**src/rtl/char_blit_engine.sv**
```systemverilog
// Character-cell blitter: expands one (char, cell, colours) request into 8x16 pixel
// writes, reading one glyph row per scanline from the shared glyph ROM.
module char_blit_engine #(
    parameter int COLOR_W = 12,
    parameter int COLS    = 160,
    parameter int ROWS    = 64
) (
    input  logic               clk,
    input  logic               rst_n,
    input  logic               req_valid,
    output logic               req_ready,
    input  logic [7:0]         req_char,
    input  logic [7:0]         req_scrX,
    input  logic [6:0]         req_scrY,
    input  logic [COLOR_W-1:0] req_fg,
    input  logic [COLOR_W-1:0] req_bg,
    input  logic               req_transp,
    output logic [11:0]        rom_addr,
    input  logic [7:0]         rom_data,
    output logic               pix_valid,
    input  logic               pix_ready,
    output logic [10:0]        pix_x,
    output logic [10:0]        pix_y,
    output logic [COLOR_W-1:0] pix_color,
    output logic               done,
    output logic               err
);

    typedef enum logic [2:0] {IDLE, FETCH, LOAD, WRITE, DONE} state_t;

    // One extra bit so a limit equal to 2**width still compares correctly.
    localparam logic [8:0] COLS_LIM = 9'(COLS);
    localparam logic [7:0] ROWS_LIM = 8'(ROWS);

    state_t               state;
    state_t               state_next;
    logic [7:0]           char_code;
    logic [7:0]           scr_x;
    logic [6:0]           scr_y;
    logic [COLOR_W-1:0]   fg;
    logic [COLOR_W-1:0]   bg;
    logic                 transp;
    logic [2:0]           char_x;
    logic [3:0]           char_y;
    logic [7:0]           row;
    logic                 accept;
    logic                 req_bad;
    logic                 cur_bit;
    logic                 advance;

    assign accept    = req_valid && req_ready;
    assign req_bad   = ({1'b0, req_scrX} >= COLS_LIM) || ({1'b0, req_scrY} >= ROWS_LIM);
    assign cur_bit   = row[3'd7 - char_x];
    assign pix_valid = (state == WRITE) && (cur_bit || !transp);
    assign advance   = (state == WRITE) && (pix_ready || !pix_valid);
    assign pix_x     = {scr_x, char_x};
    assign pix_y     = {scr_y, char_y};
    assign pix_color = cur_bit ? fg : bg;

    always_comb begin
        state_next = state;
        case (state)
            IDLE:    if (accept && !req_bad) state_next = FETCH;
            FETCH:   state_next = LOAD;
            LOAD:    state_next = WRITE;
            WRITE: begin
                if (advance && (char_x == 3'd7))
                    state_next = (char_y == 4'd15) ? DONE : FETCH;
            end
            DONE:    state_next = IDLE;
            default: state_next = IDLE;
        endcase
    end

    // req_ready is registered from the next state so it is high exactly while in IDLE.
    always_ff @(posedge clk or negedge rst_n) begin
        if (!rst_n) begin
            state     <= IDLE;
            req_ready <= 1'b0;
            done      <= 1'b0;
            err       <= 1'b0;
            rom_addr  <= '0;
            char_code <= '0;
            scr_x     <= '0;
            scr_y     <= '0;
            fg        <= '0;
            bg        <= '0;
            transp    <= 1'b0;
            char_x    <= '0;
            char_y    <= '0;
            row       <= '0;
        end else begin
            state     <= state_next;
            req_ready <= (state_next == IDLE);
            done      <= (state == DONE);
            err       <= accept && req_bad;

            if (accept) begin
                char_code <= req_char;
                scr_x     <= req_scrX;
                scr_y     <= req_scrY;
                fg        <= req_fg;
                bg        <= req_bg;
                transp    <= req_transp;
                char_y    <= 4'd0;
            end

            if (state == IDLE && state_next == FETCH)
                rom_addr <= {req_char, 4'd0};

            if (state == WRITE && state_next == FETCH) begin
                rom_addr <= {char_code, char_y + 4'd1};
                char_y   <= char_y + 4'd1;
            end

            if (state == LOAD) begin
                row    <= rom_data;
                char_x <= 3'd0;
            end

            if (advance && (char_x != 3'd7))
                char_x <= char_x + 3'd1;
        end
    end

endmodule
```
**config.mk**
```make
export PLATFORM = sky130hd
export DESIGN_NAME = char_blit_engine
export DESIGN_NICKNAME = d
export VERILOG_FILES = /design/src/rtl/char_blit_engine.sv
export SDC_FILE = /design/constraint.sdc
export NUM_CORES = 1
export LEC_CHECK = 0
export ABC_AREA = 1
export BUFFER_PORTS_ARGS = -buffer_cell sky130_fd_sc_hd__buf_2
export CORE_UTILIZATION = 45
export DETAILED_ROUTE_END_ITERATION = 10
export GPL_ROUTABILITY_DRIVEN = 0
export GPL_TIMING_DRIVEN = 0
export PLACE_DENSITY_LB_ADDON = 0.2
export REMOVE_ABC_BUFFERS = 1
export SETUP_SLACK_MARGIN = 0.1
export SYNTH_ARGS = -nofsm -noshare
export SYNTH_HDL_FRONTEND = slang
export SYNTH_SLANG_ARGS = --single-unit
export TNS_END_PERCENT = 20
```
**constraint.sdc**
```tcl
create_clock -name clk -period 2.55 [get_ports clk]
set_input_delay 0.255 -clock clk [delete_from_list [all_inputs] [get_ports clk]]
set_output_delay 0.255 -clock clk [all_outputs]
set_load 0.05 [all_outputs]
```
* After elaboration in Yosys (flattened, before gate mapping)
Index checks and enable logic that the tools add are counted.
** Word-level totals
- Bits in registers :: 81
- Latch bits :: 0
- RAM bits :: 0
- Bits in read-only memories :: 0
- Input bits :: 60
- Output and inout port bits :: 50
- Memories kept :: 0
** Operators by class
- $add $sub $neg :: 3
- Multipliers :: 0
- Div/mod/pow operators :: 0
- $lt $le $gt $ge :: 3
- Equality and inequality tests :: 8
- Shifts and indexed selects :: 0
- Mux-type cells :: 13
- Bitwise logic cells :: 0
- Reduce and logical (&&, ||, !) cells :: 20
** Operator list (count)
- 12-bit two-way mux :: 3
- 3-bit two-way mux :: 5
- 3-bit one-hot mux with 4 select lines :: 1
- 1-bit logical AND :: 9
- 8-bit >= comparator (second input constant) :: 1
- 4-bit two-way mux :: 2
- 7-bit >= comparator (second input constant) :: 1
- 3-bit by 1-bit == test with 1-bit output (second input constant) :: 2
- 3-bit by 2-bit == test with 1-bit output (second input constant) :: 2
- 3-bit == test (second input constant) :: 2
- 3-bit zero test :: 2
- 2-bit nonzero test :: 3
- 4-bit by 1-bit adder with 4-bit output (second input constant) :: 1
- 4-bit == test (second input constant) :: 1
- 3-bit by 4-bit less-than comparator with 1-bit output (second input constant) :: 1
- 3-bit by 1-bit adder with 3-bit output (second input constant) :: 1
- 1-bit binary-select mux with 3-bit select :: 1
- 1-bit zero test :: 3
- 1-bit logical OR :: 3
- 3-bit != test (second input constant) :: 1
- 3-bit subtractor (first input constant) :: 1
- 1-bit two-way mux :: 1

* Logic depth before layout (Yosys ltp)
Gate-level depths: netlist of the first run.
- Depth after elaboration :: 15
- Mapped depth :: 12
- Mapped depth without buffers :: 11

* Least setup slack after synthesis of the first run
No wires, ideal clock.
- Path type :: register -> output
- From :: register char_x[0]
- To :: output port pix_valid
- Data arrival time :: 2.141 ns
- Data required time :: 2.295 ns
- Path slack :: 0.154 ns
- Cell stages (with the launch flop) :: 8
- Buffers on the path :: 1
- Cell sequence :: dfrtp_1 -> inv_2 -> nand2_1 -> nand3_1 -> nand3_1 -> nand2_2 -> buf_2 -> a21oi_1
** Between the ends
- Word-level cells in the longest chain between the ends :: 5
** RTL lines
- start, declared :: line 43 : logic [2:0] char_x;
- start signal, assigned :: line 122 : char_x <= char_x + 3'd1;
- 3-bit subtractor :: line 53 : assign cur_bit = row[3'd7 - char_x];
- 1-bit binary-select mux with 3-bit select :: line 53
- 1-bit two-way mux (not written as such) :: line 53
- 1-bit logical OR :: line 54 : assign pix_valid = (state == WRITE) && (cur_bit || !transp);
- 1-bit logical AND :: line 54
- end, declared :: line 20 : output logic pix_valid,
Every way passes these cells. The select of a mux whose other input is x is not followed.

* Worst setup path in the final report of the first run
- From :: register char_x[0]
- To :: output port pix_color[7]
** Between the ends
- Word-level cells in the longest chain between the ends :: 4
** RTL lines
- 3-bit subtractor :: line 53
- 1-bit binary-select mux with 3-bit select :: line 53
- 1-bit two-way mux (not written as such) :: line 53
- 12-bit two-way mux :: line 58 : assign pix_color = cur_bit ? fg : bg;
- end, declared :: line 24 : output logic [COLOR_W-1:0] pix_color,
Every way passes these cells. The select of a mux whose other input is x is not followed.

==> impl_metrics.py, run 1 <==
metrics = {
    "run_status": {
        "status": "finished clean",
    },
    "worst_setup_path": {
        "worstPathArrival_ns": 2.08,
        "reg2regPathDepth": 5,
        "worstSetupStartpoint": "char_x[0]",
        "rrSetupSlack_ns": 0.39,
        "cp-start-kind": "flop",
        "endpoint": "pix_color[7]",
        "cp_top_family": "simple AND/OR/NAND/NOR gates",
        "cpPeakStageDelay_ns": 0.48,
        "critPathRequiredTime_ns": 2.30,
        "slowest_stage": "dfrtp_1",
        "critPathBufInv": 2,
        "crit_path_max_fanout": 14,
        "crit_chain": "inv_2, nand2_1, nand3_1, nand3_1, nand2_2, mux2_2, buf_2",
        "timing.rr.end": "rom_addr[0]",
        "end_kind": "output port",
        "cpMostUsedCell": "nand3_1",
        "r2r-start": "char_x[0]",
        "critical_path_depth": 7,
        "path_class": "flop to output port",
    },
    "global_routing": {
        "grt_start_max_net_pins": 56,
        "grt.total_usage_pct": 18.93,
        "grt_antenna_before_repair": 0,
        "grt_pass1_wl_mm": 12.27,
        "gr-total-overflow": 0,
        "grt_pass1_vias": 2721,
    },
    "clocking": {
        "clk_pin_slew_ns": 0.08,
        "numCtsBuffers": 9,
        "insertion_delay_ns": 0.35,
        "clock_sinks": 81,
        "clock_path_buffers": 2,
        "h-tree-depth": 3,
        "clock-root-buffer": "clkbuf_8",
        "cts_tree": "yes",
    },
    "power": {
        "ir_drop_mv": 0.4338,
        "comb_power_share_pct": 41.1,
        "seqPwrFrac_pct": 38.8,
        "power.switching_w": 0.001962,
        "p_leak_nw": 2.537,
        "p_int_w": 0.002636,
        "clockPowerShare_pct": 20.2,
        "swShare_pct": 42.67,
        "p_per_area_nw_per_um2": 1027,
    },
    "route": {
        "drt-met1-wl_mm": 3.181,
        "via_per_inst": 4.800,
        "drt_wl_total_mm": 7.307,
        "route.met3.wl_um": 498,
        "drc": 0,
        "antenna_left": 0,
        "topRoutingLayerUsed": "met4",
        "routedWlPerCell_um": 13.05,
        "drt_iter0_drc": 125,
        "num_vias": 2688,
        "dr_wl_met2_mm": 3.497,
        "firstDrtPassIters": 4,
    },
    "final_layout": {
        "final_cell_mix": "buf_2, dfrtp_1, nand2_1",
        "nFillCells": 707,
        "area_delta_synth_final_pct": 24.33,
        "layout-drive-gt1-share_pct": 41.05,
        "diodes": 0,
        "multi_input_area_um2": 1350,
        "fin_area_um2": 4476,
        "register_area_um2": 2027,
        "instances_no_fill": 560,
        "final_common_cell": "buf_2",
        "nNetsFinal": 516,
    },
    "timing": {
        "setup_ws_ns": 0.2181,
        "setup_violations": 0,
        "tns_ns": 0,
        "max_freq_mhz": 428.8,
        "timing.final.crit_period_ns": 2.332,
        "final_hold_viol_count": 0,
        "tightest_slew_ns": 0.6648,
        "whs_ns": 0.1371,
        "rsz0062_at_grt": "true",
        "final_max_slew_viol_count": 0,
        "slew_headroom_pct": 55.56,
        "fin_crit_sh_pct": 91.45,
        "fin_skew_ns": 0.01230,
    },
    "placement": {
        "dpl.cell_count": 540,
        "post_dp_cell_area_um2": 4240,
        "place_ws_ns": 0.09096,
        "portBuffers": 109,
        "dp_hpwl_mm": 4.927,
    },
    "yosys": {
        "ys_types": 25,
        "synth-seq-cells": 81,
        "ys_warn_count": 0,
        "ys_seq_area_share_pct": 56.31,
        "netlist_instances": 343,
        "avgSynthCellArea_um2": 10.49,
        "syn_area_um2": 3600,
    },
    "floorplan": {
        "start_util_pct": 46.58,
        "die_width_um": 91.44,
        "fp.dieArea_um2": 8361,
        "core_region_area_um2": 7727,
        "row_count": 32,
        "die_h_um": 91.44,
        "pin_count": 110,
    },
    "hold_path": {
        "min_path_type": "primary input to flop",
        "whs_path_depth": 2,
        "hold_start": "req_scrY[3]",
    },
    "job": {
        "drv_cap": 0,
    },
}
## sequential cells by signal (all words and copies together) (netlist names)
register / cells
char_y: 4
char_code: 8
bg: 12
err: 1
rom_addr: 12
fg: 12
done: 1
char_x: 3
req_ready: 1
scr_x: 8
transp: 1
state: 3
row: 8
scr_y: 7
## timing repair
| item | in CTS | in global routing |
|---|---|---|
| pin swaps | 1 | 1 |
| cloned | 1 | 0 |
| buffers inserted | 0 | 2 |
| endpoints found under the hold margin | 26 | 0 |
| endpoints found under the setup margin | 4 | 10 |
| resized for setup | 0 | 1 |
| hold buffers | 1 | 0 |
## worst reg2reg max path: stages, from the launching register on
cell     delay [ns]
dfrtp_1        0.51
ha_1           0.20
ha_1           0.50
nand4_4        0.47
or2_1          0.38
nand2_1        0.06
## power groups by stage
stage	logic (W)	clock network (W)	registers [W]
2_1_floorplan	0.000916	0	0.00232
6_report	0.00189	0.000927	0.00178
3_3_place_gp	0.00187	0	0.00180
4_1_cts	0.00191	0.000962	0.00179
5_1_grt	0.00205	0.00101	0.00183
3_5_place_dp	0.00190	0	0.00181
## layer usage
layer / vias up / GRT usage [%]
met5: - / 0
met4: 0 / 8.466
met3: 12 / 5.695
met2: 82 / 30.39
met1: 1249 / 23.54
li1: 1345 / -
## area by class of cell
cell class | count | share of cell area [%]
clock inverters | 5 | 1.230
multi-input cells | 206 | 30.16
repair buffers | 114 | 13.87
flip-flops and latches | 81 | 45.29
well taps | 102 | 2.852
clock buffers | 11 | 3.159
inverters | 41 | 3.439
## synthesized netlist by cell type
cell type	number	area, um^2
and2_1	1	6.260
o21ai_2	4	35.03
ha_1	3	37.54
xor2_1	1	8.760
nor3_1	1	5.000
nand2_1	54	202.7
buf_2	5	25.02
buf_4	1	7.510
or2_1	2	12.51
a21oi_2	1	8.760
nand4_4	1	21.27
buf_6	2	22.52
nand2_4	2	22.52
inv_1	40	150.1
inv_2	1	3.750
dfrtp_1	81	2027
clkbuf_1	8	30.03
o21ai_0	16	80.08
nand2_2	1	6.260
nand4_1	10	62.56
a21oi_1	11	55.05
nand3_1	31	155.2
nor2_1	17	63.81
nor3_2	1	10.01
mux2_2	48	540.5
## stage by stage
step           util [%]  total power [W]
6_report          57.92         0.004598
5_1_grt           57.92         0.004890
4_1_cts           57.63         0.004657
3_5_place_dp      54.87         0.003715
3_3_place_gp      54.19         0.003666
2_1_floorplan         -         0.003234
## kinds of logic after synthesis
family / count (synthesis) / synth area share [%]
buf+inv: 57 / 6.639
fa+ha+maj: 3 / 1.043
simple gates: 121 / 15.78
mux: 48 / 15.02
flops: 81 / 56.31
xor+xnor: 1 / 0.2434
compound gates: 32 / 4.970
## how the worst min path moves through the flow
stage	end	slack, ns
global placement	done	0.45
floorplan	bg[0]	-0.04
global route	bg[10]	0.12
detailed placement	row[1]	0.20
finish	scr_y[3]	0.14
CTS	scr_y[2]	0.12
(Power assumes the default switching activity.)
==> run 2, diff against run 1 <==
Settings changed: PLACE_DENSITY from default to 0.71, PLACE_DENSITY_LB_ADDON 0.2 to default.
Clock period 2.55 ns to 3 ns, I/O delays scaled along.
==> run 2 against run 1 <==
  * Final area shrank 0.39%
  * Clock power shrank 12%
  * Via count grew 1.6%
  * Count of clock-buffer cells in the layout grew 3
  * Flip-flop and latch count is the same
  * Wire length shrank 2.1%
  * Die area is the same
  * Final cell count shrank 0.54%
  * Combinational power shrank 14%
  * Sequential power shrank 15%
  * Sequential share of layout area grew 0.18 points
  * Largest cell class unchanged
  * Largest power group unchanged
  * Highest routed layer unchanged
==> impl_metrics.py, run 2 (same netlist as run 1, synthesis figures left out) <==
metrics = {
    "power": {
        "p_int_w": 0.002287,
        "swShare_pct": 42.03,
        "clockPowerShare_pct": 20.7,
        "p_per_area_nw_per_um2": 884.9,
        "comb_power_share_pct": 40.9,
        "power.switching_w": 0.001658,
        "seqPwrFrac_pct": 38.4,
        "p_leak_nw": 2.538,
        "ir_drop_mv": 0.4234,
    },
    "timing": {
        "final_hold_viol_count": 0,
        "tightest_slew_ns": 0.9735,
        "max_freq_mhz": 416.4,
        "final_max_slew_viol_count": 0,
        "slew_headroom_pct": 34.91,
        "fin_skew_ns": 0.008858,
        "setup_violations": 0,
        "rsz0062_at_grt": "false",
        "timing.final.crit_period_ns": 2.402,
        "setup_ws_ns": 0.5984,
        "fin_crit_sh_pct": 80.05,
    },
    "final_layout": {
        "diodes": 0,
        "area_delta_synth_final_pct": 23.84,
        "reg_top3": "bg (12), fg (12), rom_addr (12)",
        "final_cell_mix": "buf_2, dfrtp_1, nand2_1",
        "layout-drive-gt1-share_pct": 40.66,
        "fin_area_um2": 4458,
        "final_common_cell": "buf_2",
        "nNetsFinal": 513,
    },
    "floorplan": {
        "die_h_um": 91.44,
        "fp.dieArea_um2": 8361,
        "core_region_area_um2": 7727,
        "die_width_um": 91.44,
        "start_util_pct": 46.58,
        "pin_count": 110,
        "row_count": 32,
    },
    "clocking": {
        "clock_path_buffers": 2,
        "cts_resized": 0,
        "insertion_delay_ns": 0.34,
        "post_cts_buffers": 0,
        "clk_pin_slew_ns": 0.08,
        "cts_tree": "yes",
        "numCtsBuffers": 9,
        "h-tree-depth": 3,
        "clock-root-buffer": "clkbuf_8",
        "clock_sinks": 81,
    },
    "hold_path": {
        "hold_end": "bg[8]",
        "hold_start": "req_bg[8]",
        "min_path_type": "primary input to flop",
        "whs_path_depth": 2,
    },
    "worst_setup_path": {
        "slowest_stage": "dfrtp_1",
        "end_kind": "output port",
        "worstPathArrival_ns": 2.10,
        "r2r-start": "char_x[0]",
        "cp-start-kind": "flop",
        "crit_chain": "inv_2, nand2_1, nand3_1, nand3_1, nand2_2, mux2_2, buf_2",
        "rrSetupSlack_ns": 0.60,
        "crit_path_max_fanout": 14,
        "critPathBufInv": 2,
        "cpPeakStageDelay_ns": 0.49,
        "path_class": "flop to output port",
        "cpMostUsedCell": "nand3_1",
        "critPathRequiredTime_ns": 2.70,
        "timing.rr.end": "char_x[0]",
        "reg2regPathDepth": 10,
        "cp_top_family": "simple AND/OR/NAND/NOR gates",
    },
    "run_status": {
        "status": "finished clean",
    },
    "global_routing": {
        "grt_pass1_vias": 2627,
        "gr-total-overflow": 0,
        "grt_start_max_net_pins": 47,
        "grt.total_usage_pct": 18.55,
        "grt_pass1_wl_mm": 12.11,
        "grt_antenna_before_repair": 0,
    },
    "route": {
        "antenna_left": 0,
        "drt_iter0_drc": 150,
        "drc": 0,
        "firstDrtPassIters": 4,
        "routedWlPerCell_um": 12.85,
        "drt_wl_total_mm": 7.156,
        "via_per_inst": 4.901,
        "num_vias": 2730,
    },
    "placement": {
        "place_ws_ns": 0.5587,
        "portBuffers": 109,
        "dp_hpwl_mm": 5.025,
        "post_dp_cell_area_um2": 4240,
    },
    "job": {
        "drv_cap": 0,
    },
}
-- run 2: cell count changes in the layout (fill, tap and decap cells not counted) --
cell and change:
buf_4 -2, clkbuf_8 +2, clkinvlp_4 -2, a21oi_2 +1, a21oi_4 -1, clkbuf_1 +1, clkinv_2 -1, nand4_1 -1
-- run 2: worst max-delay path by stage --
| stage | cells past startpoint | start | end | slack, ns |
|---|---|---|---|---|
| after detailed placement | 7 | req_valid | req_ready | 0.56 |
| after CTS | 7 | char_x[0] | pix_color[11] | 0.56 |
| after floorplan | 6 | req_ready | req_ready | -0.15 |
| after global placement | 7 | req_valid | rom_addr[11] | -0.80 |
| final | 7 | char_x[0] | pix_color[11] | 0.60 |
| after global routing | 6 | req_ready | rom_addr[11] | 0.27 |
-- run 2: power by group through the flow --
stage               Clock, W  Combinational, W  Sequential (W)
CTS                 0.000840           0.00163         0.00152
floorplan                  0          0.000779         0.00197
global route        0.000882           0.00175         0.00156
global placement           0           0.00158         0.00153
finish              0.000815           0.00162         0.00151
detailed placement         0           0.00162         0.00154
-- run 2: repair_timing --
item | 4_1_cts | 5_1_grt
endpoints found under the hold margin | 35 | 0
hold buffers | 1 | 0
endpoints found under the setup margin | 0 | 0
-- run 2: final cells by class --
type | count | area (um^2)
multi-input cells | 205 | 1336
fillers | 690 | 3269
well taps | 102 | 127.6
inverters | 41 | 153.9
flip-flops and latches | 81 | 2027
clock buffers | 14 | 172.7
clock inverters | 2 | 35.03
repair buffers | 112 | 605.6
-- run 2: layer usage --
metal  wire (um)  global-route usage [%]  vias up
met1        3205                   22.77     1304
li1            -                       -     1343
met3         371                   4.774       14
met4         153                   8.333        0
met2        3426                   30.70       69
met5           0                       0        -
-- run 2: worst register-to-register path, delay by kind of cell (launching register included) --
kind                   cells  cell delay, ns
AND/OR/NAND/NOR            7            1.02
flip-flops                 1            0.49
AO/OA/AOI/OAI              2            0.63
buffers and inverters      1            0.13
-- run 2: stage by stage --
| step | util [%] | hold WS (ns) | std cells | TNS, ns | total power (W) |
|---|---|---|---|---|---|
| floorplan | - | 0.004409 | 327 | -0.9879 | 0.002749 |
| global placement | 54.19 | 0.4490 | 538 | -9.992 | 0.003112 |
| detailed placement | 54.87 | 0.2904 | 540 | 0 | 0.003165 |
| CTS | 57.69 | 0.1635 | 557 | 0 | 0.003993 |
| global route | 57.69 | 0.1602 | 557 | 0 | 0.004185 |
| finish | 57.69 | 0.1815 | 557 | 0 | 0.003945 |
==> run 3, diff against run 2 <==
Clock period 3 ns to 2.5 ns, I/O delays scaled along.
==> run 3 against run 2 <==
  * Worst setup slack got worse by 0.37 ns
  * Register-to-register slack got worse by 0.33 ns
  * Clock skew hardly changed
  * Highest routed layer unchanged
==> impl_metrics.py, run 3 (same netlist as run 1, synthesis figures left out) <==
metrics = {
    "timing": {
        "rsz0062_at_grt": "true",
        "final_hold_viol_count": 0,
        "fin_crit_sh_pct": 90.75,
        "setup_ws_ns": 0.2312,
        "slew_headroom_pct": 53.59,
        "fin_skew_ns": 0.008991,
        "tightest_slew_ns": 0.6943,
        "timing.final.crit_period_ns": 2.269,
        "setup_violations": 0,
        "max_freq_mhz": 440.8,
        "final_max_slew_viol_count": 0,
        "tns_ns": 0,
    },
    "floorplan": {
        "start_util_pct": 46.58,
        "pin_count": 110,
        "fp.dieArea_um2": 8361,
        "die_h_um": 91.44,
        "die_width_um": 91.44,
        "core_region_area_um2": 7727,
        "row_count": 32,
    },
    "worst_setup_path": {
        "worstPathArrival_ns": 2.02,
        "critPathRequiredTime_ns": 2.25,
        "path_class": "flop to output port",
        "crit_path_max_fanout": 14,
        "reg2regPathDepth": 5,
        "end_kind": "output port",
        "cp-start-kind": "flop",
    },
    "power": {
        "p_per_area_nw_per_um2": 1055,
        "ir_drop_mv": 0.5081,
        "p_leak_nw": 2.558,
    },
    "clocking": {
        "clock_sinks": 81,
        "insertion_delay_ns": 0.34,
        "numCtsBuffers": 9,
        "clk_pin_slew_ns": 0.08,
        "clock-root-buffer": "clkbuf_8",
        "cts_tree": "yes",
        "h-tree-depth": 3,
        "clock_path_buffers": 2,
    },
    "final_layout": {
        "area_delta_synth_final_pct": 25.20,
        "diodes": 0,
        "nFillCells": 686,
        "final_cell_mix": "buf_2, dfrtp_1, nand2_1",
        "post-route-util_pct": 58.32,
        "final_common_cell": "buf_2",
        "layout-drive-gt1-share_pct": 41.09,
        "nNetsFinal": 518,
        "reg_top3": "bg (12), fg (12), rom_addr (12)",
    },
    "placement": {
        "dp_hpwl_mm": 5.025,
        "portBuffers": 109,
        "place_ws_ns": 0.09168,
    },
    "route": {
        "num_vias": 2754,
        "via_per_inst": 4.900,
        "drc": 0,
        "routedWlPerCell_um": 13.10,
        "firstDrtPassIters": 4,
        "antenna_left": 0,
        "drt_wl_total_mm": 7.362,
        "drt_iter0_drc": 131,
    },
    "hold_path": {
        "min_path_type": "primary input to flop",
        "whs_path_depth": 2,
    },
    "global_routing": {
        "gr-total-overflow": 0,
        "grt_antenna_before_repair": 0,
        "grt_pass1_wl_mm": 12.11,
        "grt.total_usage_pct": 18.55,
        "grt_start_max_net_pins": 47,
        "grt_pass1_vias": 2627,
    },
    "job": {
        "drv_cap": 0,
    },
    "run_status": {
        "status": "finished clean",
    },
}
## run 3: repair_timing
| item | CTS | global route |
|---|---|---|
| gates resized for setup | 1 | 1 |
| hold buffers | 1 | 0 |
| hold endpoints to repair | 35 | 0 |
| setup endpoints to repair | 3 | 28 |
| cloned | 0 | 1 |
| pin swaps | 0 | 1 |
| buffers inserted | 0 | 4 |
## run 3: per-stage QoR
stage / hold slack, ns / power [W] / cell area, um^2 / cells
3_5_place_dp: 0.2404 / 0.003798 / 4240 / 540
5_1_grt: 0.1102 / 0.005041 / 4507 / 562
4_1_cts: 0.1135 / 0.004798 / 4466 / 557
2_1_floorplan: -0.04559 / 0.003299 / 3515 / 327
3_3_place_gp: 0.4490 / 0.003735 / 4188 / 538
6_report: 0.1320 / 0.004756 / 4507 / 562
## run 3: layout make-up
type / count / area (um^2) / area share [%]
timing repair buffer: 116 / 635.6 / 14.10
sequential: 81 / 2027 / 44.97
tap: 102 / 127.6 / 2.832
clock buffer: 14 / 172.7 / 3.831
clock inverter: 2 / 35.03 / 0.7773
inverter: 41 / 153.9 / 3.415
multi-input combinational: 206 / 1355 / 30.07
## run 3: where the power goes
| group | total [W] | internal, W | switching [W] |
|---|---|---|---|
| Combinational | 0.00196 | 0.000575 | 0.00138 |
| Sequential | 0.00182 | 0.00163 | 0.000185 |
| Clock | 0.000977 | 0.000543 | 0.000434 |
## run 3: worst max-delay path: stages, from the launching register on
cell and delay (ns):
dfrtp_1 0.50, inv_2 0.13, nand2_1 0.06, nand3_1 0.06, nand3_1 0.12, nand2_4 0.23, mux2_2 0.37, buf_2 0.21
## run 3: path summary, 6_finish.rpt
kind	from	endpoint	slack, ns
worst max-delay path	char_x[0]	pix_color[11]	0.23
worst min-delay path	req_bg[8]	bg[8]	0.13
worst max register to register	char_x[0]	char_y[0]	0.27
worst min register to register	state[0]	done	0.47
max in group asynchronous	rst_n	fg[10]	1.51
min in group asynchronous	rst_n	char_y[3]	0.40
## run 3: per-layer routing
metal	global-route usage (%)	wire length, um	vias to the layer above
met5	0	0	-
met4	8.333	153	0
met3	4.774	406	14
met2	30.70	3580	74
met1	22.77	3221	1310
li1	-	-	1356
